### src/rtl/mem_arbiter.sv
// Fixed-priority arbiter sharing one request/ack RAM bus between instruction fetch and data access.
// Optional MEM_ARB_TIMEOUT_EN: abort a transaction with bus_err_o after TIMEOUT_CYCLES cycles without ack.
module mem_arbiter #(
    parameter int ADDR_WIDTH     = 32,
    parameter int DATA_WIDTH     = 32,
    parameter int TIMEOUT_CYCLES = 255
) (
    input  logic                  clk_i,
    input  logic                  rst_i,
    input  logic                  inst_ce_i,
    input  logic [ADDR_WIDTH-1:0] inst_addr_i,
    output logic [DATA_WIDTH-1:0] inst_rdata_o,
    output logic                  inst_valid_o,
    input  logic                  data_request_i,
    input  logic                  data_we_i,
    input  logic [3:0]            data_op_i,
    input  logic [ADDR_WIDTH-1:0] data_addr_i,
    input  logic [DATA_WIDTH-1:0] data_wdata_i,
    output logic [DATA_WIDTH-1:0] data_rdata_o,
    output logic                  data_valid_o,
    output logic                  bus_req_o,
    output logic                  bus_we_o,
    output logic [3:0]            bus_op_o,
    output logic [ADDR_WIDTH-1:0] bus_addr_o,
    output logic [DATA_WIDTH-1:0] bus_wdata_o,
    input  logic [DATA_WIDTH-1:0] bus_rdata_i,
    input  logic                  bus_ack_i,
    output logic                  bus_err_o,
    output logic                  stallreq_o
);

    typedef enum logic [1:0] {IDLE, INST, DATA} state_t;

    state_t state;
    logic   data_go;
    logic   inst_go;
    logic   expire;

    generate
        if (TIMEOUT_CYCLES < 1 || TIMEOUT_CYCLES > 255) begin : g_bad_timeout
            $error("mem_arbiter: TIMEOUT_CYCLES must be in 1..255");
        end
    endgenerate

    // A requester whose completion pulse is high is still holding its request; mask it.
    assign data_go    = data_request_i & ~data_valid_o;
    assign inst_go    = inst_ce_i & ~inst_valid_o;
    assign stallreq_o = data_go | inst_go;

`ifdef MEM_ARB_TIMEOUT_EN
    logic [7:0] tmo_cnt;

    always_ff @(posedge clk_i or posedge rst_i) begin
        if (rst_i)
            tmo_cnt <= 8'd0;
        else if (state == IDLE)
            tmo_cnt <= 8'd0;
        else if (!bus_ack_i)
            tmo_cnt <= tmo_cnt + 8'd1;
    end

    // Ack in the expiry cycle takes precedence, so expiry requires no ack.
    assign expire = (tmo_cnt == 8'(TIMEOUT_CYCLES - 1)) && !bus_ack_i;
`else
    assign expire = 1'b0;
`endif

    always_ff @(posedge clk_i or posedge rst_i) begin
        if (rst_i) begin
            state        <= IDLE;
            inst_rdata_o <= '0;
            inst_valid_o <= 1'b0;
            data_rdata_o <= '0;
            data_valid_o <= 1'b0;
            bus_req_o    <= 1'b0;
            bus_we_o     <= 1'b0;
            bus_op_o     <= 4'd0;
            bus_addr_o   <= '0;
            bus_wdata_o  <= '0;
            bus_err_o    <= 1'b0;
        end else begin
            inst_valid_o <= 1'b0;
            data_valid_o <= 1'b0;
            bus_err_o    <= 1'b0;
            case (state)
                IDLE: begin
                    if (data_go) begin
                        state       <= DATA;
                        bus_req_o   <= 1'b1;
                        bus_we_o    <= data_we_i;
                        bus_op_o    <= data_op_i;
                        bus_addr_o  <= data_addr_i;
                        bus_wdata_o <= data_wdata_i;
                    end else if (inst_go) begin
                        state       <= INST;
                        bus_req_o   <= 1'b1;
                        bus_we_o    <= 1'b0;
                        bus_op_o    <= 4'd0;
                        bus_addr_o  <= inst_addr_i;
                        bus_wdata_o <= '0;
                    end
                end
                INST: begin
                    if (bus_ack_i) begin
                        state        <= IDLE;
                        bus_req_o    <= 1'b0;
                        inst_rdata_o <= bus_rdata_i;
                        inst_valid_o <= 1'b1;
                    end else if (expire) begin
                        state        <= IDLE;
                        bus_req_o    <= 1'b0;
                        inst_rdata_o <= '0;
                        inst_valid_o <= 1'b1;
                        bus_err_o    <= 1'b1;
                    end
                end
                DATA: begin
                    if (bus_ack_i) begin
                        state        <= IDLE;
                        bus_req_o    <= 1'b0;
                        data_valid_o <= 1'b1;
                        if (!bus_we_o)
                            data_rdata_o <= bus_rdata_i;
                    end else if (expire) begin
                        state        <= IDLE;
                        bus_req_o    <= 1'b0;
                        data_rdata_o <= '0;
                        data_valid_o <= 1'b1;
                        bus_err_o    <= 1'b1;
                    end
                end
                default: begin
                    state     <= IDLE;
                    bus_req_o <= 1'b0;
                end
            endcase
        end
    end

endmodule

### config.mk
export PLATFORM = sky130hd
export DESIGN_NAME = mem_arbiter
export DESIGN_NICKNAME = d
export VERILOG_FILES = /design/src/rtl/mem_arbiter.sv
export SDC_FILE = /design/constraint.sdc
export NUM_CORES = 1
export LEC_CHECK = 0
export BUFFER_PORTS_ARGS = -buffer_cell sky130_fd_sc_hd__buf_2
export CAP_MARGIN = 20
export CORE_MARGIN = 10
export CORE_UTILIZATION = 50
export CTS_CLUSTER_SIZE = 30
export DETAILED_ROUTE_END_ITERATION = 7
export PLACE_DENSITY_LB_ADDON = 0.05
export SYNTH_ARGS = -nofsm -noshare
export SYNTH_HDL_FRONTEND = slang
export SYNTH_SLANG_ARGS = --single-unit
### constraint.sdc
create_clock -name clk_i -period 10.45 [get_ports clk_i]
set_input_delay 1.045 -clock clk_i [delete_from_list [all_inputs] [get_ports clk_i]]
set_output_delay 1.045 -clock clk_i [all_outputs]
set_load 0.01 [all_outputs]
==> results.json, run 1 <==
{
  "outcome": "complete, no violations",
  "switchingPower_w": 0.000810,
  "rsz0062_at_grt": "no",
  "yosys_warnings": 0,
  "worstMarginPinSlew_ps": 784,
  "yosys-top-cells-area": "dfrtp_1 61%, mux2_2 20%, mux2_4 6.9%",
  "cts_hold_buf": 0,
  "finalClockSkew_ps": 7.64,
  "routedWlPerCell_um": 20.5,
  "synthesis.area_um2": 5640,
  "gr-total-overflow": 0,
  "fp.dieH_um": 126,
  "dr_total_vias": 3990,
  "core-area_um2": 10900,
  "postCtsSetupRepairBufs": 0,
  "worstHoldStart": "bus_addr_o[13]",
  "power_leakage_nw": 3.98,
  "cts-root-buf": "clkbuf_16",
  "die-width_um": 126,
  "critical_path.startpoint": "data_request_i",
  "min_period_ps": 2990,
  "fillers": 833,
  "swShare": 0.334,
  "die_area_um2": 15900,
  "crit_arrival_ps": 1950,
  "place_hpwl_mm": 12.1,
  "max_freq_mhz": 334,
  "synth_seq_cells": 138,
  "area.growth.synth_to_final_pct": 36.0,
  "fin_nets": 768,
  "numClockSinks": 138,
  "post_cts_resized": 0,
  "fp-row-count": 38,
  "yosysSeqAreaShare": 0.612,
  "fin_cells": 781,
  "synth_cells": 351,
  "clock_latency_ps": 410,
  "p_comb_frac": 0.388,
  "hold_class": "reg -> reg",
  "slew_viol_final": 0,
  "track_usage": 0.195,
  "mostFrequentLayoutCell": "buf_2",
  "cts_buffer_depth": 2,
  "fin_crit_sh": 0.287,
  "drtPass1Iterations": 4,
  "gp_congestion": 0.815,
  "ant_nets": 0,
  "dpl.cell_count": 747,
  "synth.top_cell.area_share": 0.612,
  "max_slew_margin": 0.477,
  "finalWorstSetupSlack_ps": 7460,
  "ir_drop_v": 0.000160,
  "path_class": "in -> out",
  "num_io_pins": 276,
  "antenna_found_initial": 2,
  "grt_max_degree": 91,
  "avgSynthCellArea_um2": 16.1,
  "drive_above_1_share": 0.690,
  "p_seq_frac": 0.379,
  "cellPowerDensity_nw_per_um2": 316,
  "drt_iter0_drc": 213,
  "cap_viol_max_count": 0,
  "synth_top_area_cell": "dfrtp_1",
  "grt_pass1_vias": 4405,
  "p_int_w": 0.00161,
  "vias_per_cell": 5.11,
  "grt_first_pass_wirelength_mm": 24.6,
  "critPathRequiredTime_ps": 9410,
  "setup-violations-final": 0,
  "final_cell_mix": "274 x buf_2, 138 x dfrtp_1, 101 x mux2_2",
  "cp-start-kind": "primary input",
  "initial_core_util": 0.516,
  "hold_viol": 0,
  "path_clk_slew_ps": 50,
  "dp_slack_ps": 7410,
  "clockPowerShare": 0.233,
  "drc": 0,
  "numCtsBuffers": 17,
  "cp-end-kind": "primary output",
  "holdWs_ps": 497,
  "worstReg2RegStart": "data_valid_o",
  "tritoncts": "yes",
  "routed_wl_mm": 16.0,
  "yosysUniqueCellTypes": 24,
  "port_buffers": 274,
  "syn_nets": 492,
  "cts-htree-levels": 4,
  "tns_ps": 0,
  "path_max_fanout": 38
}
==> stage by stage <==
stage               power, W   util  instance area [µm²]
floorplan            0.00147      -                 5640
global placement     0.00184  0.647                 7080
detailed placement   0.00188  0.647                 7080
CTS                  0.00245  0.698                 7640
global route         0.00257  0.701                 7670
finish               0.00242  0.701                 7670
==> sequential cells by signal (all words and copies together), names as in the netlist <==
| register | count |
|---|---|
| bus_addr_o | 32 |
| bus_wdata_o | 32 |
| data_rdata_o | 32 |
| inst_rdata_o | 32 |
| bus_op_o | 4 |
| state | 2 |
| bus_req_o | 1 |
| bus_we_o | 1 |
| data_valid_o | 1 |
| inst_valid_o | 1 |
==> power by group through the flow <==
stage	Clock [W]	Sequential, W	Combinational [W]
2_1_floorplan	0	0.00104	0.000434
3_3_place_gp	0	0.000908	0.000936
3_5_place_dp	0	0.000923	0.000957
4_1_cts	0.000576	0.000918	0.000960
5_1_grt	0.000600	0.000950	0.00102
6_report	0.000564	0.000917	0.000939
==> Yosys cell counts (all sizes together) <==
| cell | instances |
|---|---|
| a21o | 1 |
| a21oi | 3 |
| a22o | 37 |
| and2 | 1 |
| buf | 20 |
| clkbuf | 3 |
| conb | 1 |
| dfrtp | 138 |
| ha | 3 |
| inv | 5 |
| mux2 | 128 |
| nand2 | 2 |
| nand2b | 3 |
| nor2 | 1 |
| nor2b | 2 |
| o21ai | 1 |
| o22a | 1 |
| o32ai | 1 |
==> critical path, stage by stage <==
cell and delay, ps:
buf_2 110, nand2b_4 460, nand2_1 140, buf_2 180
==> path summary, 6_finish.rpt <==
| path | end | slack [ps] | depth (start not counted) |
|---|---|---|---|
| min | bus_addr_o[13] | 500 | 1 |
| max in group asynchronous | bus_addr_o[0] | 8530 | 4 |
| max | stallreq_o | 7460 | 4 |
| min in group asynchronous | data_rdata_o[31] | 710 | 2 |
| min reg2reg | bus_addr_o[13] | 500 | 1 |
| max reg2reg | bus_addr_o[0] | 8160 | 4 |
==> logic make-up (layout without fill, tap and decap cells) <==
| kind of cell | count (synthesis) | count (layout) | synth area share |
|---|---|---|---|
| flops | 138 | 138 | 0.612 |
| mux | 128 | 128 | 0.273 |
| compound gates | 44 | 44 | 0.0654 |
| buf+inv | 28 | 316 | 0.0304 |
| simple gates | 9 | 9 | 0.0118 |
| fa+ha+maj | 3 | 3 | 0.00666 |
| other cells | 1 | 3 | 0.000665 |
==> per-layer routing <==
metal  share of wire  wire, µm  GRT usage
met4           0.018       291     0.0784
met3           0.082      1310     0.0805
met1            0.39      6190      0.213
met2            0.51      8200      0.329
met5               0         0          0
==> cell type report <==
class	instances	area (µm²)	share of cell area
antenna	2	5.00	0.000653
clock buffer	19	433	0.0565
clock inverter	12	128	0.0166
inverter	5	21.3	0.00277
multi-input combinational	185	2020	0.263
sequential	138	3450	0.450
tap	140	175	0.0228
timing repair buffer	280	1440	0.187
Note: power is estimated with default switching activity, not from simulation.
==> run 2: changes to the inputs <==
- ABC_AREA: default -> 1
- CORE_UTILIZATION: 50 -> 42
- clock period: 10.45 -> 2.5 ns (I/O delays scaled with it)
==> run 2 against run 1 <==
Effect of this change: sequential power rose to 4.1 times the previous value; non-clock buffer count is 5 higher; largest cell class unchanged; global-route usage decreased by 0.58 points; highest routed layer is now met5.
==> results.json, run 2 <==
{
  "outcome": "complete, no violations",
  "cp-start-kind": "register",
  "synth_xor_area_frac": 0,
  "synthesis.area_um2": 5800,
  "cts_buffer_depth": 2,
  "yosys-top-cells-area": "dfrtp_1 60%, nand2_1 20%, nand3_1 5.7%",
  "num_io_pins": 276,
  "yosysSeqAreaShare": 0.596,
  "syn_nets": 818,
  "synth_top_area_cell": "dfrtp_1",
  "place_hpwl_mm": 13.5,
  "tns_ps": 0,
  "cap_viol_max_count": 0,
  "dr_total_vias": 5369,
  "yosysUniqueCellTypes": 18,
  "yosys.area_share.simple": 0.270,
  "synth_ff_type": "dfrtp_1",
  "ant_nets": 0,
  "setup-violations-final": 0,
  "gp_congestion": 0.860,
  "mostFrequentLayoutCell": "nand2_1",
  "track_usage": 0.189,
  "worstHoldStart": "data_wdata_i[11]",
  "r2r_setup_slack_ps": 490,
  "fin_nets": 1079,
  "slowest_delay_ps": 500,
  "crit_arrival_ps": 2310,
  "synth_compound_area_frac": 0.0552,
  "cp-end-kind": "register",
  "synth_cells": 677,
  "synth_edf_count": 0,
  "path_clk_slew_ps": 60,
  "yosys_warnings": 0,
  "synth_common_cells": "315 x nand2_1, 138 x dfrtp_1, 66 x nand3_1, 40 x inv_1",
  "synth_seq_cells": 138,
  "cellPowerDensity_nw_per_um2": 1260,
  "area.growth.synth_to_final_pct": 35.6,
  "antenna_found_initial": 2,
  "rsz0062_at_grt": "no",
  "path_class": "reg -> reg",
  "numClockSinks": 138,
  "holdPathEnd": "bus_wdata_o[11]",
  "initial_core_util": 0.433,
  "synth_fa_ha_area_frac": 0.00647,
  "drtPass1Iterations": 4,
  "fp.dieH_um": 137,
  "final_util": 0.587,
  "max_freq_mhz": 498,
  "crit_family": "simple AND/OR/NAND/NOR gates",
  "grt_pass1_vias": 5536,
  "drc": 0,
  "critPathRequiredTime_ps": 2800,
  "routed_wl_mm": 17.9,
  "drive_above_1_share": 0.340,
  "gr-total-overflow": 0,
  "routedWlPerCell_um": 15.9,
  "max_slew_margin": 0.518,
  "clock_latency_ps": 420,
  "synth_top_family_by_area": "simple AND/OR/NAND/NOR gates",
  "die_area_um2": 18900,
  "tritoncts": "yes",
  "port_buffers": 274,
  "cp_num_buf_inv": 1,
  "cts-htree-levels": 4,
  "synth.top_cell.area_share": 0.596,
  "grt_first_pass_wirelength_mm": 28.1,
  "synth_most_common_cell": "nand2_1",
  "power_leakage_nw": 4.68,
  "fin_crit_sh": 0.803,
  "die-width_um": 137,
  "worstMarginPinSlew_ps": 723,
  "slew_viol_final": 0,
  "finalClockSkew_ps": 6.93,
  "crit_path_frequent_cell": "nand2_4",
  "postCtsSetupRepairBufs": 0,
  "cts-root-buf": "clkbuf_16",
  "worstReg2RegStart": "data_valid_o",
  "path_max_fanout": 69,
  "drt_iter0_drc": 298,
  "min_period_ps": 2010,
  "ff2ff_path_depth": 6,
  "grt_max_degree": 71,
  "synthMuxAreaShare": 0,
  "vias_per_cell": 4.76,
  "fp-row-count": 42,
  "final_cell_mix": "314 x nand2_1, 274 x buf_2, 138 x dfrtp_1",
  "avgSynthCellArea_um2": 8.56,
  "async_reset_ff_frac": 1.00,
  "r2r-end": "bus_wdata_o[14]",
  "hold_viol": 0,
  "hold_class": "in -> reg",
  "numCtsBuffers": 17,
  "hold_depth": 3,
  "ir_drop_v": 0.000555,
  "core-area_um2": 13400,
  "critPathSlowestCell": "nand2_4",
  "path_cells": "inv_2 -> nand2_4 -> nand2_4 -> nand2_4 -> nand2_1 -> nand2_1"
}
==> run 2: changes by cell type in the layout (fill, tap and decap cells not counted), moves of 31 or more <==
| cell | previous run | this run |
|---|---|---|
| nand2_1 | 2 | 314 |
| o21ai_1 | 0 | 32 |
| inv_1 | 4 | 39 |
| a22o_1 | 37 | 0 |
| nand3_1 | 0 | 66 |
| mux2_2 | 101 | 0 |
| o21ai_0 | 1 | 32 |
==> run 2: cells by family (layout without fill, tap and decap cells) <==
group,after synthesis,in the layout
adders and majority gates,3,3
buffers and inverters,84,358
AOI/OAI and AO/OA,64,64
DFF,138,138
other,1,2
and+or+nand+nor,387,387
==> run 2: how the worst max path moves through the flow <==
stage / slack [ps] / cells past startpoint / end / start
3_5_place_dp: 490 / 6 / bus_wdata_o[14] / data_valid_o
2_1_floorplan: 530 / 1 / bus_addr_o[0] / rst_i
3_3_place_gp: 560 / 6 / bus_op_o[3] / data_valid_o
6_report: 490 / 6 / bus_wdata_o[14] / data_valid_o
5_1_grt: 250 / 6 / bus_addr_o[4] / data_valid_o
4_1_cts: 460 / 6 / bus_addr_o[9] / data_valid_o
==> run 2: stage by stage <==
stage          setup WS (ps)  std cells  instance area, µm²  hold slack, ps  total power (W)
4_1_cts                  462       1127                7860            14.8           0.0101
6_report                 492       1128                7860            34.6          0.00992
5_1_grt                  252       1127                7860            28.2           0.0107
3_3_place_gp             564       1094                7240             284          0.00738
3_5_place_dp             492       1094                7240             295          0.00750
2_1_floorplan            529        677                5800             361          0.00586
==> run 2: layer usage <==
metal  GRT usage  wire length (µm)
met1       0.202              6690
met3      0.0772              1910
met2       0.325              8890
met4      0.0767               427
met5           0                26
==> run 2: what timing repair did <==
item | CTS | global route
hold buffers | 1 | 0
endpoints found under the setup margin | 0 | 0
resized for setup | 0 | 0
hold endpoints to repair | 16 | 0
==> run 2: cell type report <==
cell class	instances	area (µm²)
multi-input cells	455	1930
fillers	1265	5540
flip-flops and latches	138	3450
repair buffers	285	1490
clock inverters	12	148
well taps	176	220
diodes	1	2.50
inverters	41	158
clock buffers	20	457
==> run 2: report_power, final <==
part | internal, W | switching [W] | total [W]
combinational | 0.00136 | 0.00228 | 0.00365
sequential | 0.00323 | 0.000513 | 0.00374
clock | 0.00161 | 0.000920 | 0.00253
==> run 2: tightest hold or removal path, cell delays in order <==
cell and delay [ps]:
buf_2 70, nand2_1 40, nand2_1 50
